`src/rtl/seg7_pkg.sv`:
```
// Shared definitions for the 7-segment scan-bus capture monitor: segment
// patterns, blank code, LED bit positions, FSM states and one-hot helpers.
package seg7_pkg;

  // Segment patterns on LED[6:0] = {g,f,e,d,c,b,a}, active-high
  localparam logic [6:0] SEG_0     = 7'h3F;
  localparam logic [6:0] SEG_1     = 7'h06;
  localparam logic [6:0] SEG_2     = 7'h5B;
  localparam logic [6:0] SEG_3     = 7'h4F;
  localparam logic [6:0] SEG_4     = 7'h66;
  localparam logic [6:0] SEG_5     = 7'h6D;
  localparam logic [6:0] SEG_6     = 7'h7D;
  localparam logic [6:0] SEG_7     = 7'h07;
  localparam logic [6:0] SEG_8     = 7'h7F;
  localparam logic [6:0] SEG_9     = 7'h6F;
  localparam logic [6:0] SEG_BLANK = 7'h00;

  // Digit code stored for a dark digit
  localparam logic [3:0] BLANK_CODE = 4'hF;

  // LED bus bit positions
  localparam int LED_SEG_MSB = 6;
  localparam int LED_DP_BIT  = 7;

  typedef enum logic [1:0] {
    ST_IDLE   = 2'd0,
    ST_SETTLE = 2'd1,
    ST_HOLD   = 2'd2
  } state_e;

  // True when exactly one digit-select line is active
  function automatic logic is_onehot4(input logic [3:0] v);
    return (v != 4'd0) && ((v & (v - 4'd1)) == 4'd0);
  endfunction

  // Index of the active line of a one-hot select
  function automatic logic [1:0] onehot_index4(input logic [3:0] v);
    logic [1:0] idx;
    idx = 2'd0;
    for (int i = 0; i < 4; i++) begin
      if (v[i]) idx = 2'(i);
    end
    return idx;
  endfunction

endpackage

```
`src/rtl/seg7_decode.sv`:
```
// Combinational 7-segment pattern decoder: legal digit 0-9, blank, or illegal.
module seg7_decode
  import seg7_pkg::*;
(
  input  logic [6:0] seg_i,
  output logic [3:0] digit_o,
  output logic       legal_o,
  output logic       blank_o
);

  // Pattern lookup; anything not listed is an illegal glyph
  always_comb begin
    // NOTE: every output gets a default first so no path can infer a latch.
    digit_o = 4'h0;
    legal_o = 1'b1;
    blank_o = 1'b0;
    case (seg_i)
      SEG_0:     digit_o = 4'd0;
      SEG_1:     digit_o = 4'd1;
      SEG_2:     digit_o = 4'd2;
      SEG_3:     digit_o = 4'd3;
      SEG_4:     digit_o = 4'd4;
      SEG_5:     digit_o = 4'd5;
      SEG_6:     digit_o = 4'd6;
      SEG_7:     digit_o = 4'd7;
      SEG_8:     digit_o = 4'd8;
      SEG_9:     digit_o = 4'd9;
      SEG_BLANK: begin
        digit_o = BLANK_CODE;
        legal_o = 1'b0;
        blank_o = 1'b1;
      end
      default:   legal_o = 1'b0;
    endcase
  end

endmodule

```
`src/rtl/seg7_scan_capture.sv`:
```
// Receiving end of a multiplexed 7-segment bus: recovers the four scanned
// digits, their decimal points, a 0-59 seconds value, and flags bad glyphs.
module seg7_scan_capture
  import seg7_pkg::*;
#(
  parameter int SETTLE         = 2,
  parameter int TIMEOUT_MAX    = 1024,
  parameter bit SEG_ACTIVE_LOW = 1'b0,
  parameter bit SA_ACTIVE_LOW  = 1'b0
) (
  input  logic        CLK,
  input  logic        RESET,
  input  logic [7:0]  LED,
  input  logic [3:0]  SA,
  output logic [15:0] DIGITS,
  output logic [3:0]  DVALID,
  output logic [3:0]  DP,
  output logic        FRAME,
  output logic        ERR,
  output logic [5:0]  SEC60,
  output logic        SEC60_VALID
);

  localparam int CNT_W = $clog2(SETTLE) + 1;
  localparam int TO_W  = $clog2(TIMEOUT_MAX + 1);
  localparam logic [CNT_W-1:0] CNT_LAST = CNT_W'(SETTLE - 1);
  localparam logic [TO_W-1:0]  TO_LIMIT = TO_W'(TIMEOUT_MAX);

  logic [7:0]       led_q, lat_led_q;
  logic [3:0]       sa_q, lat_sa_q;
  state_e           state_q;
  logic [1:0]       sel_q;
  logic [CNT_W-1:0] cnt_q;
  logic [15:0]      digits_q;
  logic [3:0]       dvalid_q, dp_q, seen_q;
  logic             frame_q, err_q, sec_upd_q, sec_valid_q;
  logic [5:0]       sec_q;
  logic [TO_W-1:0]  to_q;

  logic             sa_onehot, sa_same, led_same, restart, capture, cap_ok, timeout_hit;
  logic             sec_ok, d1_blank;
  logic [3:0]       seen_nxt, d0, d1, d1_val;
  logic [5:0]       sec_d;
  logic [TO_W-1:0]  to_d;
  logic [3:0]       dec_digit;
  logic             dec_legal, dec_blank;

  seg7_decode u_decode (
    .seg_i   (lat_led_q[LED_SEG_MSB:0]),
    .digit_o (dec_digit),
    .legal_o (dec_legal),
    .blank_o (dec_blank)
  );

  // Input stage: normalise polarity and register the bus once
  always_ff @(posedge CLK or negedge RESET) begin
    // NOTE: sequential state uses non-blocking assignments so every flop
    // samples pre-edge values regardless of block ordering.
    if (!RESET) begin
      led_q <= 8'h00;
      sa_q  <= 4'h0;
    end else begin
      led_q <= SEG_ACTIVE_LOW ? ~LED : LED;
      sa_q  <= SA_ACTIVE_LOW ? ~SA : SA;
    end
  end

  // Settle/capture decisions, timeout counting and seconds arithmetic
  always_comb begin
    sa_onehot   = is_onehot4(sa_q);
    sa_same     = (sa_q == lat_sa_q);
    led_same    = (led_q == lat_led_q);
    restart     = sa_onehot && ((state_q == ST_IDLE) || !sa_same || !led_same);
    capture     = (state_q == ST_SETTLE) && sa_same && led_same && (cnt_q == CNT_LAST);
    cap_ok      = dec_legal || dec_blank;
    seen_nxt    = seen_q | (4'b0001 << sel_q);
    to_d        = capture ? '0 : ((to_q == TO_LIMIT) ? TO_LIMIT : to_q + TO_W'(1));
    timeout_hit = !capture && (to_d == TO_LIMIT);
    d0          = digits_q[3:0];
    d1          = digits_q[7:4];
    d1_blank    = (d1 == BLANK_CODE);
    d1_val      = d1_blank ? 4'd0 : d1;
    sec_ok      = (dvalid_q[1:0] == 2'b11) && (d0 <= 4'd9) && ((d1 <= 4'd5) || d1_blank);
    sec_d       = {2'b00, d1_val} * 6'd10 + {2'b00, d0};
  end

  // Scan FSM: wait for a one-hot select, demand SETTLE stable cycles, then hold
  always_ff @(posedge CLK or negedge RESET) begin
    if (!RESET) begin
      state_q   <= ST_IDLE;
      sel_q     <= 2'd0;
      cnt_q     <= '0;
      lat_led_q <= 8'h00;
      lat_sa_q  <= 4'h0;
    end else if (restart) begin
      state_q   <= ST_SETTLE;
      cnt_q     <= '0;
      sel_q     <= onehot_index4(sa_q);
      lat_sa_q  <= sa_q;
      lat_led_q <= led_q;
    end else if (!sa_onehot) begin
      state_q <= ST_IDLE;
    end else if (state_q == ST_SETTLE) begin
      if (capture) state_q <= ST_HOLD;
      else         cnt_q   <= cnt_q + CNT_W'(1);
    end
  end

  // Digit store, frame tracking, error pulse and inactivity timeout
  always_ff @(posedge CLK or negedge RESET) begin
    if (!RESET) begin
      digits_q  <= 16'h0000;
      dvalid_q  <= 4'h0;
      dp_q      <= 4'h0;
      seen_q    <= 4'h0;
      frame_q   <= 1'b0;
      err_q     <= 1'b0;
      sec_upd_q <= 1'b0;
      to_q      <= '0;
    end else begin
      frame_q   <= 1'b0;
      err_q     <= 1'b0;
      sec_upd_q <= capture && !sel_q[1];
      to_q      <= to_d;
      if (capture) begin
        if (cap_ok) begin
          digits_q[{sel_q, 2'b00} +: 4] <= dec_digit;
          dvalid_q[sel_q]               <= 1'b1;
          dp_q[sel_q]                   <= lat_led_q[LED_DP_BIT];
          if (&seen_nxt) begin
            frame_q <= 1'b1;
            seen_q  <= 4'h0;
          end else begin
            seen_q <= seen_nxt;
          end
        end else begin
          err_q           <= 1'b1;
          dvalid_q[sel_q] <= 1'b0;
        end
      end else if (timeout_hit) begin
        dvalid_q <= 4'h0;
        seen_q   <= 4'h0;
      end
    end
  end

  // Seconds value refreshed the cycle after digit 0 or 1 is captured
  always_ff @(posedge CLK or negedge RESET) begin
    if (!RESET) begin
      sec_q       <= 6'd0;
      sec_valid_q <= 1'b0;
    end else begin
      if (sec_upd_q) begin
        if (sec_ok) begin
          sec_q       <= sec_d;
          sec_valid_q <= 1'b1;
        end else begin
          sec_valid_q <= 1'b0;
        end
      end
      if (timeout_hit) sec_valid_q <= 1'b0;
    end
  end

  assign DIGITS      = digits_q;
  assign DVALID      = dvalid_q;
  assign DP          = dp_q;
  assign FRAME       = frame_q;
  assign ERR         = err_q;
  assign SEC60       = sec_q;
  assign SEC60_VALID = sec_valid_q;

endmodule

```
`config.mk`:
```
export PLATFORM = sky130hd
export DESIGN_NAME = seg7_scan_capture
export DESIGN_NICKNAME = d
export VERILOG_FILES = /design/src/rtl/seg7_pkg.sv /design/src/rtl/seg7_decode.sv /design/src/rtl/seg7_scan_capture.sv
export SDC_FILE = /design/constraint.sdc
export NUM_CORES = 1
export LEC_CHECK = 0
export ABC_AREA = 1
export BUFFER_PORTS_ARGS = -buffer_cell sky130_fd_sc_hd__buf_2
export CAP_MARGIN = 15
export CORE_UTILIZATION = 59
export CTS_BUF_LIST = sky130_fd_sc_hd__clkbuf_16
export DETAILED_ROUTE_END_ITERATION = 6
export GPL_ROUTABILITY_DRIVEN = 0
export GPL_TIMING_DRIVEN = 0
export PLACE_DENSITY = 0.78
export SKIP_LAST_GASP = 1
export SYNTH_ARGS = -nofsm -noshare
export SYNTH_HDL_FRONTEND = slang
export SYNTH_SLANG_ARGS = --single-unit
```
`constraint.sdc`:
```
create_clock -name CLK -period 2.5 [get_ports CLK]
set_input_delay 0.25 -clock CLK [delete_from_list [all_inputs] [get_ports CLK]]
set_output_delay 0.25 -clock CLK [all_outputs]
set_load 0.01 [all_outputs]
```
==> results.yml <==
critical_path:
  critPathRequiredTime_ps: 2740
  crit-reg2reg-launch: "sel_q[0]"
  cp-start-kind: "flop"
  critical_path.reg2reg.endpoint: "DIGITS[1]"
  path_class: "reg -> reg"
  cp-end-kind: "flop"
  crit_fanout: 9
  arrival_ps: 2400
  rrSetupSlack_ps: 350
  rr_worst_depth: 7
sta:
  worst_pin_slew_ps: 451
  hold_violations: 0
  slew_violations: 0
  fin_ws_ps: 346
  slew_headroom_pct: 70.0
  period_minus_slack_ps: 2150
  fin_skew_ps: 4.71
  tns_ps: 0
  fmax_mhz: 464
  period_share_pct: 86.2
  setup_viol: 0
  rsz0062_at_grt: "false"
place:
  portBuffers: 46
  dp_slack_ps: 378
  dp.cells: 694
  dpl-instance-area_um2: 4630
  dp_hpwl_um: 6370
synth:
  yosys_register_bits: 79
  ys_seq_area_share_pct: 46.5
  synth_area_um2: 4250
  synth_top_family_by_area: "simple AND/OR/NAND/NOR gates"
  yosys.area_share.simple_pct: 31.2
  ys_types: 33
  avgSynthCellArea_um2: 7.72
  synthArstFlopShare_pct: 100
  synth_fp_nets: 583
  synth_edf_count: 0
  syn_inst: 551
  synth_xor_area_share_pct: 1.65
  synthMuxAreaShare_pct: 0
  synth_flop_cell: "dfrtp_1"
  ys_warn_count: 0
  synth_fa_ha_area_share_pct: 5.47
  synth_compound_area_share_pct: 7.29
layout:
  num_antenna_cells: 0
  fin_area_um2: 4900
  fin_util_pct: 71.3
  nets: 642
  mostFrequentLayoutCell: "nand2_1"
  drive_gt1_share_pct: 14.3
  instances_no_fill: 710
  syn_to_final_growth_pct: 15.1
  final_cell_mix: "166 x nand2_1, 79 x dfrtp_1, 73 x inv_1"
power_and_ir_drop:
  p_leak_nw: 2.69
  power_density_nw_per_um2: 585
  vdd_ir_drop_max_mv: 0.482
grt:
  grt_max_degree: 60
  antenna_found_initial: 0
  grt_first_pass_wirelength_um: 14900
  grt_overflow: 0
  grt_pass1_vias: 3342
  groute.usage.overall_pct: 25.3
clock_network:
  clkLatencyLatePin_ps: 330
  path_clk_slew_ps: 60
  clock_path_buffers: 2
  htreeDepth: 3
  cts.sinks: 79
  cts_tree: "done"
  numCtsBuffers: 9
  cts_setup_buffers: 0
  clock-root-buffer: "clkbuf_16"
worst_hold_path:
  min_to: "sa_q[3]"
  hold_start: "SA[3]"
  min_path_cells: 1
  hp-class: "in -> reg"
floorplanning:
  dieArea_um2: 7550
  num_rows: 30
  start_util_pct: 61.9
  pin_count: 47
  die_h_um: 86.9
  die_w_um: 86.9
  core_um2: 6870
detailed_routing:
  num_vias: 3648
  drt-pass1-iter-count: 4
  post-route-drc-count: 0
  dr.first_iter.drc_count: 184
  viasPerCell: 5.14
  routed_wl_um: 8680
  wl_per_cell_um: 12.2
  ant_nets: 0
outcome:
  outcome: "completed"
flow_run:
  maxCapViolCount: 0
==> stage by stage <==
stage	power, mW	hold WS, ps
after floorplan	1.64	-45.6
after global placement	1.73	358
after detailed placement	1.75	155
after CTS	2.88	17.6
after global routing	3.00	16.2
final	2.87	23.9
==> worst max-delay path by stage <==
stage / startpoint / slack [ps] / to
2_1_floorplan: DIGITS[5] / 540 / SEC60[5]
3_3_place_gp: sel_q[0] / 470 / DIGITS[2]
3_5_place_dp: DIGITS[5] / 380 / SEC60[5]
4_1_cts: sel_q[0] / 360 / DIGITS[1]
5_1_grt: sel_q[0] / 100 / DIGITS[1]
6_report: sel_q[0] / 350 / DIGITS[1]
==> cell usage after synthesis, types with 3 or more instances <==
master   number  area share (%)
nand2_1     166              15
dfrtp_1      79              46
inv_1        73             6.4
nor2_1       54             4.8
nand3_1      34             4.0
o21ai_0      31             3.6
ha_1         17             5.0
o21ai_1      16             1.9
nor3_1       13             1.5
nand4_1      11             1.6
a21oi_1       8            0.94
inv_2         7            0.62
nand2_4       5             1.3
xnor2_1       5             1.0
or2_2         4            0.59
buf_2         3            0.35
xor2_1        3            0.62
==> worst max-delay path, cell delays in order (launching register included) <==
cell      delay (ps)
dfrtp_1          460
inv_1            290
ha_1             200
clkbuf_1         320
inv_1            170
nor3_1           330
nand2_1          130
o21ai_1          170
==> layer usage <==
layer / GRT usage [%] / wire length, um
met3: 4.74 / 327
met4: 7.58 / 108
met2: 43.4 / 4270
met1: 32.7 / 3970
met5: 0 / 0
==> registers in the layout (all words and copies together), names as in the netlist, 2 cells and up <==
signal     flops
DIGITS        16
to_q          11
lat_led_q      8
led_q          8
state_q        2
DP             4
SEC60          6
cnt_q          2
lat_sa_q       4
sel_q          2
DVALID         4
sa_q           4
seen_q         4
==> kinds of logic (layout without fill, tap and decap cells) <==
| kind of cell | after synthesis | count (layout) |
|---|---|---|
| buf+inv | 87 | 150 |
| simple gates | 299 | 299 |
| fa+ha+maj | 18 | 18 |
| xor+xnor | 8 | 8 |
| flops | 79 | 79 |
| compound gates | 60 | 60 |
==> layout make-up <==
cell class                 instances  area, um^2
multi-input combinational        385        1940
inverter                          80         300
sequential                        79        1980
fill                             572        1970
clock buffer                       9         225
tap                               96         120
clock inverter                     6        28.8
timing repair buffer              48         270
buffer                             7        37.5
==> timing repair <==
item	CTS	global route
resized for setup	0	0
hold endpoints to repair	20	0
hold buffers	1	0
==> report_power, final <==
group | total, mW | switching (mW) | internal (mW)
Sequential | 1.39 | 0.0600 | 1.33
Combinational | 0.347 | 0.236 | 0.111
Clock | 1.13 | 0.479 | 0.651
Total | 2.87 | 0.775 | 2.09
No activity file was read; power rests on OpenSTA's default activity.
